==> src/rtl/alu_arbiter_pkg.sv <==
// Shared types and constants for the two-requester ALU arbiter.
package alu_arbiter_pkg;

  localparam int unsigned DATA_W  = 32;
  localparam int unsigned OPC_W   = 5;
  localparam int unsigned SHAMT_W = 5;

  // Arbiter FSM encoding
  typedef enum logic [1:0] {
    ST_IDLE = 2'b00,
    ST_EXEC = 2'b01,
    ST_RESP = 2'b10
  } state_e;

  // ALU opcodes, passed through to the shared ALU untouched
  localparam logic [OPC_W-1:0] OPC_ADD = 5'b00000;
  localparam logic [OPC_W-1:0] OPC_SUB = 5'b00001;
  localparam logic [OPC_W-1:0] OPC_AND = 5'b00010;
  localparam logic [OPC_W-1:0] OPC_OR  = 5'b00011;
  localparam logic [OPC_W-1:0] OPC_SLL = 5'b00100;
  localparam logic [OPC_W-1:0] OPC_SRA = 5'b00101;

  // Operation latched from the granted requester
  typedef struct packed {
    logic [DATA_W-1:0]  op_a;
    logic [DATA_W-1:0]  op_b;
    logic [OPC_W-1:0]   opcode;
    logic [SHAMT_W-1:0] shamt;
  } alu_req_t;

  // Result and flags captured from the ALU
  typedef struct packed {
    logic [DATA_W-1:0] result;
    logic              neq;
    logic              lt;
    logic              ovf;
  } alu_resp_t;

endpackage

==> src/rtl/alu_arbiter_if.sv <==
// Bus bundle between two requesters, the arbiter and the shared ALU.
// slave  : arbiter side (takes requests, returns responses, drives the ALU)
// master : environment side (requesters and the ALU itself)
interface alu_arbiter_if;
  import alu_arbiter_pkg::*;

  // Requester 0
  logic                req_valid_0;
  logic                req_ready_0;
  logic [DATA_W-1:0]   req_opA_0;
  logic [DATA_W-1:0]   req_opB_0;
  logic [OPC_W-1:0]    req_opcode_0;
  logic [SHAMT_W-1:0]  req_shamt_0;
  logic                resp_valid_0;
  logic                resp_ready_0;
  logic [DATA_W-1:0]   resp_result_0;
  logic                resp_neq_0;
  logic                resp_lt_0;
  logic                resp_ovf_0;

  // Requester 1
  logic                req_valid_1;
  logic                req_ready_1;
  logic [DATA_W-1:0]   req_opA_1;
  logic [DATA_W-1:0]   req_opB_1;
  logic [OPC_W-1:0]    req_opcode_1;
  logic [SHAMT_W-1:0]  req_shamt_1;
  logic                resp_valid_1;
  logic                resp_ready_1;
  logic [DATA_W-1:0]   resp_result_1;
  logic                resp_neq_1;
  logic                resp_lt_1;
  logic                resp_ovf_1;

  // Shared ALU
  logic [DATA_W-1:0]   alu_operandA;
  logic [DATA_W-1:0]   alu_operandB;
  logic [OPC_W-1:0]    alu_opcode;
  logic [SHAMT_W-1:0]  alu_shiftamt;
  logic [DATA_W-1:0]   alu_result;
  logic                alu_isNotEqual;
  logic                alu_isLessThan;
  logic                alu_overflow;

  modport slave (
    input  req_valid_0, req_opA_0, req_opB_0, req_opcode_0, req_shamt_0, resp_ready_0,
    output req_ready_0, resp_valid_0, resp_result_0, resp_neq_0, resp_lt_0, resp_ovf_0,
    input  req_valid_1, req_opA_1, req_opB_1, req_opcode_1, req_shamt_1, resp_ready_1,
    output req_ready_1, resp_valid_1, resp_result_1, resp_neq_1, resp_lt_1, resp_ovf_1,
    output alu_operandA, alu_operandB, alu_opcode, alu_shiftamt,
    input  alu_result, alu_isNotEqual, alu_isLessThan, alu_overflow
  );

  modport master (
    output req_valid_0, req_opA_0, req_opB_0, req_opcode_0, req_shamt_0, resp_ready_0,
    input  req_ready_0, resp_valid_0, resp_result_0, resp_neq_0, resp_lt_0, resp_ovf_0,
    output req_valid_1, req_opA_1, req_opB_1, req_opcode_1, req_shamt_1, resp_ready_1,
    input  req_ready_1, resp_valid_1, resp_result_1, resp_neq_1, resp_lt_1, resp_ovf_1,
    input  alu_operandA, alu_operandB, alu_opcode, alu_shiftamt,
    output alu_result, alu_isNotEqual, alu_isLessThan, alu_overflow
  );

endinterface

==> src/rtl/alu_arbiter_rr_arbiter2.sv <==
// Two-way round-robin grant.
// valid : request lines {1,0}
// last  : id of the requester granted most recently
// grant : one-hot grant (zero when nothing is valid)
module rr_arbiter2 (
  input  logic [1:0] valid,
  input  logic       last,
  output logic [1:0] grant
);

  // A lone requester always wins; on contention the one not served last wins
  always_comb begin
    grant = valid;
    if (valid == 2'b11) begin
      grant = last ? 2'b01 : 2'b10;
    end
  end

endmodule

==> src/rtl/alu_arbiter.sv <==
// Arbitrates two requesters onto one shared combinational ALU, one
// operation in flight at a time (IDLE -> EXEC -> RESP).
// clock : rising-edge clock
// reset : synchronous active-high reset
// bus   : requester handshakes, broadcast response, shared-ALU port
module alu_arbiter
  import alu_arbiter_pkg::*;
(
  input  logic          clock,
  input  logic          reset,
  alu_arbiter_if.slave  bus
);

  state_e     state_q;
  logic       owner_q;
  logic       last_q;
  alu_req_t   req_q;
  alu_resp_t  resp_q;
  logic [1:0] resp_valid_q;

  logic [1:0] valid;
  logic [1:0] grant;
  alu_req_t   req_sel;
  alu_resp_t  alu_resp;
  logic       resp_ready_sel;

  assign valid = {bus.req_valid_1, bus.req_valid_0};

  rr_arbiter2 u_rr (
    .valid (valid),
    .last  (last_q),
    .grant (grant)
  );

  // Operation of the granted requester
  always_comb begin
    req_sel = '{op_a: bus.req_opA_0, op_b: bus.req_opB_0,
                opcode: bus.req_opcode_0, shamt: bus.req_shamt_0};
    if (grant[1]) begin
      req_sel = '{op_a: bus.req_opA_1, op_b: bus.req_opB_1,
                  opcode: bus.req_opcode_1, shamt: bus.req_shamt_1};
    end
  end

  // Acceptance is combinational and only possible in IDLE outside reset
  always_comb begin
    bus.req_ready_0 = 1'b0;
    bus.req_ready_1 = 1'b0;
    if (state_q == ST_IDLE && !reset) begin
      bus.req_ready_0 = grant[0];
      bus.req_ready_1 = grant[1];
    end
  end

  assign alu_resp = '{result: bus.alu_result, neq: bus.alu_isNotEqual,
                      lt: bus.alu_isLessThan, ovf: bus.alu_overflow};

  assign resp_ready_sel = owner_q ? bus.resp_ready_1 : bus.resp_ready_0;

  // FSM, operand latch and response capture
  always_ff @(posedge clock) begin
    if (reset) begin
      state_q      <= ST_IDLE;
      owner_q      <= 1'b0;
      last_q       <= 1'b1;
      req_q        <= '0;
      resp_q       <= '0;
      resp_valid_q <= '0;
    end else begin
      case (state_q)
        ST_IDLE: begin
          if (|grant) begin
            owner_q <= grant[1];
            req_q   <= req_sel;
            state_q <= ST_EXEC;
          end
        end
        ST_EXEC: begin
          resp_q       <= alu_resp;
          resp_valid_q <= owner_q ? 2'b10 : 2'b01;
          state_q      <= ST_RESP;
        end
        ST_RESP: begin
          if (resp_ready_sel) begin
            resp_valid_q <= '0;
            last_q       <= owner_q;
            state_q      <= ST_IDLE;
          end
        end
        default: state_q <= ST_IDLE;
      endcase
    end
  end

  // ALU inputs come straight from the latch, so they hold outside EXEC
  assign bus.alu_operandA = req_q.op_a;
  assign bus.alu_operandB = req_q.op_b;
  assign bus.alu_opcode   = req_q.opcode;
  assign bus.alu_shiftamt = req_q.shamt;

  // Response data is broadcast; only resp_valid_n qualifies it
  assign bus.resp_valid_0  = resp_valid_q[0];
  assign bus.resp_valid_1  = resp_valid_q[1];
  assign bus.resp_result_0 = resp_q.result;
  assign bus.resp_neq_0    = resp_q.neq;
  assign bus.resp_lt_0     = resp_q.lt;
  assign bus.resp_ovf_0    = resp_q.ovf;
  assign bus.resp_result_1 = resp_q.result;
  assign bus.resp_neq_1    = resp_q.neq;
  assign bus.resp_lt_1     = resp_q.lt;
  assign bus.resp_ovf_1    = resp_q.ovf;

endmodule

==> src/flat_wrapper.sv <==
// flat-port wrapper written by rule: the top's interface ports become plain ports
module alu_arbiter_flat import alu_arbiter_pkg::*;
  (clock, reset, bus_req_valid_0, bus_req_opA_0, bus_req_opB_0, bus_req_opcode_0, bus_req_shamt_0, bus_resp_ready_0, bus_req_ready_0, bus_resp_valid_0, bus_resp_result_0, bus_resp_neq_0, bus_resp_lt_0, bus_resp_ovf_0, bus_req_valid_1, bus_req_opA_1, bus_req_opB_1, bus_req_opcode_1, bus_req_shamt_1, bus_resp_ready_1, bus_req_ready_1, bus_resp_valid_1, bus_resp_result_1, bus_resp_neq_1, bus_resp_lt_1, bus_resp_ovf_1, bus_alu_operandA, bus_alu_operandB, bus_alu_opcode, bus_alu_shiftamt, bus_alu_result, bus_alu_isNotEqual, bus_alu_isLessThan, bus_alu_overflow);
  alu_arbiter_if bus_i ();
  input  logic clock;
  input  logic reset;
  input wire logic [$bits(bus_i.req_valid_0)-1:0] bus_req_valid_0;
  input wire logic [$bits(bus_i.req_opA_0)-1:0] bus_req_opA_0;
  input wire logic [$bits(bus_i.req_opB_0)-1:0] bus_req_opB_0;
  input wire logic [$bits(bus_i.req_opcode_0)-1:0] bus_req_opcode_0;
  input wire logic [$bits(bus_i.req_shamt_0)-1:0] bus_req_shamt_0;
  input wire logic [$bits(bus_i.resp_ready_0)-1:0] bus_resp_ready_0;
  output wire logic [$bits(bus_i.req_ready_0)-1:0] bus_req_ready_0;
  output wire logic [$bits(bus_i.resp_valid_0)-1:0] bus_resp_valid_0;
  output wire logic [$bits(bus_i.resp_result_0)-1:0] bus_resp_result_0;
  output wire logic [$bits(bus_i.resp_neq_0)-1:0] bus_resp_neq_0;
  output wire logic [$bits(bus_i.resp_lt_0)-1:0] bus_resp_lt_0;
  output wire logic [$bits(bus_i.resp_ovf_0)-1:0] bus_resp_ovf_0;
  input wire logic [$bits(bus_i.req_valid_1)-1:0] bus_req_valid_1;
  input wire logic [$bits(bus_i.req_opA_1)-1:0] bus_req_opA_1;
  input wire logic [$bits(bus_i.req_opB_1)-1:0] bus_req_opB_1;
  input wire logic [$bits(bus_i.req_opcode_1)-1:0] bus_req_opcode_1;
  input wire logic [$bits(bus_i.req_shamt_1)-1:0] bus_req_shamt_1;
  input wire logic [$bits(bus_i.resp_ready_1)-1:0] bus_resp_ready_1;
  output wire logic [$bits(bus_i.req_ready_1)-1:0] bus_req_ready_1;
  output wire logic [$bits(bus_i.resp_valid_1)-1:0] bus_resp_valid_1;
  output wire logic [$bits(bus_i.resp_result_1)-1:0] bus_resp_result_1;
  output wire logic [$bits(bus_i.resp_neq_1)-1:0] bus_resp_neq_1;
  output wire logic [$bits(bus_i.resp_lt_1)-1:0] bus_resp_lt_1;
  output wire logic [$bits(bus_i.resp_ovf_1)-1:0] bus_resp_ovf_1;
  output wire logic [$bits(bus_i.alu_operandA)-1:0] bus_alu_operandA;
  output wire logic [$bits(bus_i.alu_operandB)-1:0] bus_alu_operandB;
  output wire logic [$bits(bus_i.alu_opcode)-1:0] bus_alu_opcode;
  output wire logic [$bits(bus_i.alu_shiftamt)-1:0] bus_alu_shiftamt;
  input wire logic [$bits(bus_i.alu_result)-1:0] bus_alu_result;
  input wire logic [$bits(bus_i.alu_isNotEqual)-1:0] bus_alu_isNotEqual;
  input wire logic [$bits(bus_i.alu_isLessThan)-1:0] bus_alu_isLessThan;
  input wire logic [$bits(bus_i.alu_overflow)-1:0] bus_alu_overflow;
  assign bus_i.req_valid_0 = bus_req_valid_0;
  assign bus_i.req_opA_0 = bus_req_opA_0;
  assign bus_i.req_opB_0 = bus_req_opB_0;
  assign bus_i.req_opcode_0 = bus_req_opcode_0;
  assign bus_i.req_shamt_0 = bus_req_shamt_0;
  assign bus_i.resp_ready_0 = bus_resp_ready_0;
  assign bus_req_ready_0 = bus_i.req_ready_0;
  assign bus_resp_valid_0 = bus_i.resp_valid_0;
  assign bus_resp_result_0 = bus_i.resp_result_0;
  assign bus_resp_neq_0 = bus_i.resp_neq_0;
  assign bus_resp_lt_0 = bus_i.resp_lt_0;
  assign bus_resp_ovf_0 = bus_i.resp_ovf_0;
  assign bus_i.req_valid_1 = bus_req_valid_1;
  assign bus_i.req_opA_1 = bus_req_opA_1;
  assign bus_i.req_opB_1 = bus_req_opB_1;
  assign bus_i.req_opcode_1 = bus_req_opcode_1;
  assign bus_i.req_shamt_1 = bus_req_shamt_1;
  assign bus_i.resp_ready_1 = bus_resp_ready_1;
  assign bus_req_ready_1 = bus_i.req_ready_1;
  assign bus_resp_valid_1 = bus_i.resp_valid_1;
  assign bus_resp_result_1 = bus_i.resp_result_1;
  assign bus_resp_neq_1 = bus_i.resp_neq_1;
  assign bus_resp_lt_1 = bus_i.resp_lt_1;
  assign bus_resp_ovf_1 = bus_i.resp_ovf_1;
  assign bus_alu_operandA = bus_i.alu_operandA;
  assign bus_alu_operandB = bus_i.alu_operandB;
  assign bus_alu_opcode = bus_i.alu_opcode;
  assign bus_alu_shiftamt = bus_i.alu_shiftamt;
  assign bus_i.alu_result = bus_alu_result;
  assign bus_i.alu_isNotEqual = bus_alu_isNotEqual;
  assign bus_i.alu_isLessThan = bus_alu_isLessThan;
  assign bus_i.alu_overflow = bus_alu_overflow;
  alu_arbiter u_core (.clock(clock), .reset(reset), .bus(bus_i));
endmodule
==> config.mk <==
export PLATFORM = sky130hd
export DESIGN_NAME = alu_arbiter_flat
export DESIGN_NICKNAME = d
export VERILOG_FILES = /design/src/rtl/alu_arbiter_pkg.sv /design/src/rtl/alu_arbiter_if.sv /design/src/rtl/alu_arbiter_rr_arbiter2.sv /design/src/rtl/alu_arbiter.sv /design/src/flat_wrapper.sv
export SDC_FILE = /design/constraint.sdc
export NUM_CORES = 1
export LEC_CHECK = 0
export ABC_AREA = 1
export ABC_CLOCK_PERIOD_IN_PS = 1700
export BUFFER_PORTS_ARGS = -buffer_cell sky130_fd_sc_hd__buf_2
export CAP_MARGIN = 10
export CORE_AREA = 2 2 131 133
export CTS_CLUSTER_SIZE = 8
export DETAILED_ROUTE_END_ITERATION = 10
export DIE_AREA = 0 0 133 135
export GPL_TIMING_DRIVEN = 0
export PLACE_DENSITY = 0.76
export SLEW_MARGIN = 10
export SYNTH_ARGS = -nofsm -noshare
export SYNTH_HDL_FRONTEND = slang
export SYNTH_SLANG_ARGS = --single-unit
export TNS_END_PERCENT = 50
==> constraint.sdc <==
create_clock -name clock -period 1.7 [get_ports clock]
set_input_delay 0.34 -clock clock [delete_from_list [all_inputs] [get_ports clock]]
set_output_delay 0.34 -clock clock [all_outputs]
set_load 0.03 [all_outputs]
==> results.txt <==
----------------------------------------------------
[Run status]
  Run status ... finished clean

[Cells and area]
  Final cell count without fillers ... 1421
  Layout fillers ... 1642
  FF/Latch Area ... 2302 µm²
  Net count reported at finish ... 1378
  Area of the multi-input gates ... 2664 µm²
  Share of final-layout standard cells stronger than drive strength 1 ... 36.83%
  Post-synthesis to final-layout area growth ... 46.42%

[Critical path]
  Worst setup EP type ... primary output
  Reg-to-reg endpoint ... u_core.bus.alu_opcode[1]
  Setup slack of the worst register-to-register path ... 0.14 ns
  CP arrival ... 1.30 ns
  Kind of start point of the critical path ... flip-flop
  Worst-path fanout max ... 16
  Worst-case reg-to-reg path depth ... 8
  Launch point of the worst reg-to-reg path ... u_core.last_q
  Class of the most critical setup path ... reg2out
  Worst path required time ... 1.36 ns

[Logic synthesis]
  Post-synthesis instance area ... 5652 µm²
  Part of the Yosys area used for sequential elements ... 40.74%
  Commonest cells in the netlist ... 161 x sky130_fd_sc_hd__nor2_1, 151 x sky130_fd_sc_hd__nand2_1, 115 x sky130_fd_sc_hd__dfxtp_1
  Avg Cell Area, Syn ... 6.777 µm²
  Gate count after technology mapping ... 834
  Net count after synthesis ... 1023
  Total of flip-flops plus latches after synthesis ... 115
  Number of warnings reported in the yosys synthesis log ... 0
  Fraction of post-synthesis cell area in the top cell type by area ... 40.74%
  Number of library cell types mapped by synthesis ... 19
  Prevailing post-synth register cell ... sky130_fd_sc_hd__dfxtp_1
  Most frequent cell after synthesis ... sky130_fd_sc_hd__nor2_1
  Post-synth EDFFs ... 0
  Proportion of register bits with asynchronous set or reset after synthesis ... 0%
  Biggest area consumer among synthesized cells ... sky130_fd_sc_hd__dfxtp_1
  Most area-consuming cells after synthesis ... sky130_fd_sc_hd__dfxtp_1 41%, sky130_fd_sc_hd__nor2_1 11%, sky130_fd_sc_hd__nand2_1 10%, sky130_fd_sc_hd__nand3_1 9.7%, sky130_fd_sc_hd__o21ai_0 8.7%

[Placed design]
  Cell count after placement ... 1390
  Buffers added on ports ... 336
  Post-placement worst setup slack ... -0.2057 ns
  HPWL after detailed placement ... 16480 µm
  Gpl congestion ... 0.8721

[Global routing]
  Global router's overall resource usage ... 23.46%
  Via count of the first global-routing pass ... 6249
  Wire length of the first global-routing pass ... 32640 µm
  Pin count of the biggest net entering global routing ... 20
  Total gr overflow ... 0
  Antenna violations before repair ... 4

[Route]
  Vias/cell ... 4.738
  Total via count in the routed design ... 6732
  Average routed wire per standard cell ... 15.25 µm
  Initial DRC count ... 281
  Total detailed-routing wirelength ... 21660 µm
  Number of search-and-repair iterations in the first detailed-routing pass ... 4
  Count of antenna-violating nets left after detailed routing ... 0
  Number of DRC violations after detailed routing ... 0

[Timing]
  Total count of hold-check failures in the final report ... 0
  Slew Limit Headroom ... 59.14%
  Worst Tran Pin Value ... 0.6130 ns
  Final critical delay including setup and external delays ... 1.635 ns
  Peak Freq ... 611.6 MHz
  Final worst slack ... 0.06498 ns
  Share of the clock period used by the worst path ... 96.18%
  Skew final ... 0.007722 ns
  Worst-case hold slack ... 0.1283 ns
  Final Max Tran Viols ... 0
  Setup repair after global routing missed its margin ... false
  Final setup violation count ... 0

[Pwr]
  Max rail drop VDD ... 0.6537 mV
  Leakage power total ... 0.004553 µW
  Total power density per cell area ... 1182 nW/µm²

[Hold path]
  Hold_sp ... reset
  Number of cells on the worst hold path ... 2
  Destination of the worst hold path ... u_core.state_q[1]
  Class of the worst hold path ... in2reg

[Clocking]
  Clock latency on the worst-skew pair ... 0.41 ns
  Worst-path clk slew ... 0.06 ns
  TritonCTS clock tree ... yes
  Clock root cell ... sky130_fd_sc_hd__clkbuf_16
  Depth of the CTS H-tree ... 4
  Clock tree buffer depth ... 2
  Total clock buffers created by CTS ... 17
  Number of sinks driven by the clock tree ... 115

[Run]
  Reported max-cap violation count ... 0

[Floorplan]
  Die area ... 17960 µm²
  Initial standard-cell utilization of the core ... 34.45%
  Overall die height ... 135 µm
  IO Pins ... 337
  Total core area ... 16410 µm²
  Width of the die ... 133 µm
  Site row count ... 47

----------------------------------------------------
-- final cells by class --
| class | instances | share of cell area, % |
|---|---|---|
| Clock inverter | 9 | 1.557 |
| Clock buffer | 21 | 5.806 |
| Antenna cell | 1 | 0.03024 |
| Multi-Input combinational cell | 580 | 32.19 |
| Inverter | 39 | 1.769 |
| Tap cell | 220 | 3.326 |
| Buffer | 97 | 6.849 |
| Timing Repair Buffer | 339 | 20.65 |
| Sequential cell | 115 | 27.82 |
-- where the power goes --
part	total, µW	internal, µW	switching, µW
logic	2830	929	1900
registers	3240	3040	197
clock network	3710	2440	1270
total	9780	6410	3370
-- layer usage --
layer  track usage, %  up-vias  share of wire [%]
li1                 -     3381                  -
met4            9.797        6                2.8
met3            7.245       44                8.5
met5                0        -               0.13
met2            41.36      294                 49
met1            26.31     3007                 39
-- state kept, by name, indices dropped and copies added, names as in the netlist --
| name | flops |
|---|---|
| u_core.bus.resp_neq_0 | 1 |
| u_core.bus.alu_opcode | 5 |
| u_core.bus.alu_operandB | 32 |
| u_core.bus.resp_result_0 | 32 |
| u_core.state_q | 2 |
| u_core.last_q | 1 |
| u_core.bus.alu_operandA | 32 |
| u_core.owner_q | 1 |
| u_core.bus.alu_shiftamt | 5 |
| u_core.bus.resp_ovf_0 | 1 |
| u_core.bus.resp_lt_0 | 1 |
| u_core.resp_valid_q | 2 |
-- how the worst max path moves through the flow --
stage / endpoint / slack (ns) / start
after CTS: bus_req_ready_0 / 0.03 / bus_req_valid_1
after global routing: u_core.bus.resp_result_0[21] / 0.003 / u_core.state_q[0]
after detailed placement: bus_req_ready_0 / -0.21 / bus_req_valid_1
after floorplan: bus_req_ready_0 / 0.05 / bus_req_valid_1
final: bus_req_ready_1 / 0.06 / u_core.last_q
after global placement: bus_req_ready_0 / -0.20 / bus_req_valid_1
-- worst max-delay path, stage by stage, from the launching register on --
cell and delay [ns]:
sky130_fd_sc_hd__dfxtp_1 0.34, sky130_fd_sc_hd__nand2_4 0.11, sky130_fd_sc_hd__nand2_8 0.11, sky130_fd_sc_hd__nor2_1 0.14
sky130_fd_sc_hd__buf_4 0.17
-- cells by family after synthesis --
group / Yosys count / share of synthesized area [%]
AOI/OAI and AO/OA: 156 / 15.70
DFF: 115 / 40.74
buffers and inverters: 139 / 12.69
and+or+nand+nor: 424 / 30.88
-- through the flow --
step / setup TNS (ns) / power [µW] / cell area [µm²] / util (%)
global placement: -0.3902 / 6071 / 7609 / 46.37
finish: 0 / 9778 / 8275 / 50.44
detailed placement: -0.4097 / 6101 / 7609 / 46.37
CTS: 0 / 9849 / 8264 / 50.37
global route: 0 / 10250 / 8275 / 50.44
floorplan: 0 / 5116 / 5652 / -
-- cells in the final DEF (no fill, tap or decap), types with 3 or more instances in the layout --
cell / synthesis / layout
sky130_fd_sc_hd__buf_2: 24 / 355
sky130_fd_sc_hd__nor2_1: 161 / 160
sky130_fd_sc_hd__nand2_1: 151 / 149
sky130_fd_sc_hd__dfxtp_1: 115 / 115
sky130_fd_sc_hd__nand3_1: 109 / 109
sky130_fd_sc_hd__o21ai_0: 98 / 98
sky130_fd_sc_hd__buf_4: 42 / 46
sky130_fd_sc_hd__inv_1: 37 / 37
sky130_fd_sc_hd__clkbuf_1: 30 / 29
sky130_fd_sc_hd__a21boi_0: 25 / 25
sky130_fd_sc_hd__a21boi_1: 17 / 17
sky130_fd_sc_hd__clkbuf_16: 0 / 17
sky130_fd_sc_hd__o21ai_1: 12 / 12
sky130_fd_sc_hd__clkbuf_8: 0 / 4
sky130_fd_sc_hd__buf_1: 3 / 3
sky130_fd_sc_hd__a21oi_1: 3 / 3
sky130_fd_sc_hd__bufinv_16: 0 / 3
sky130_fd_sc_hd__clkinv_2: 0 / 3
-- what timing repair did --
item / 4_1_cts / 5_1_grt
setup endpoints to repair: 2 / 7
resized for setup: 9 / 3
pin swaps: 2 / 0
hold buffers: 0 / 0
setup buffers: 3 / 0
(Power assumes the default switching activity.)
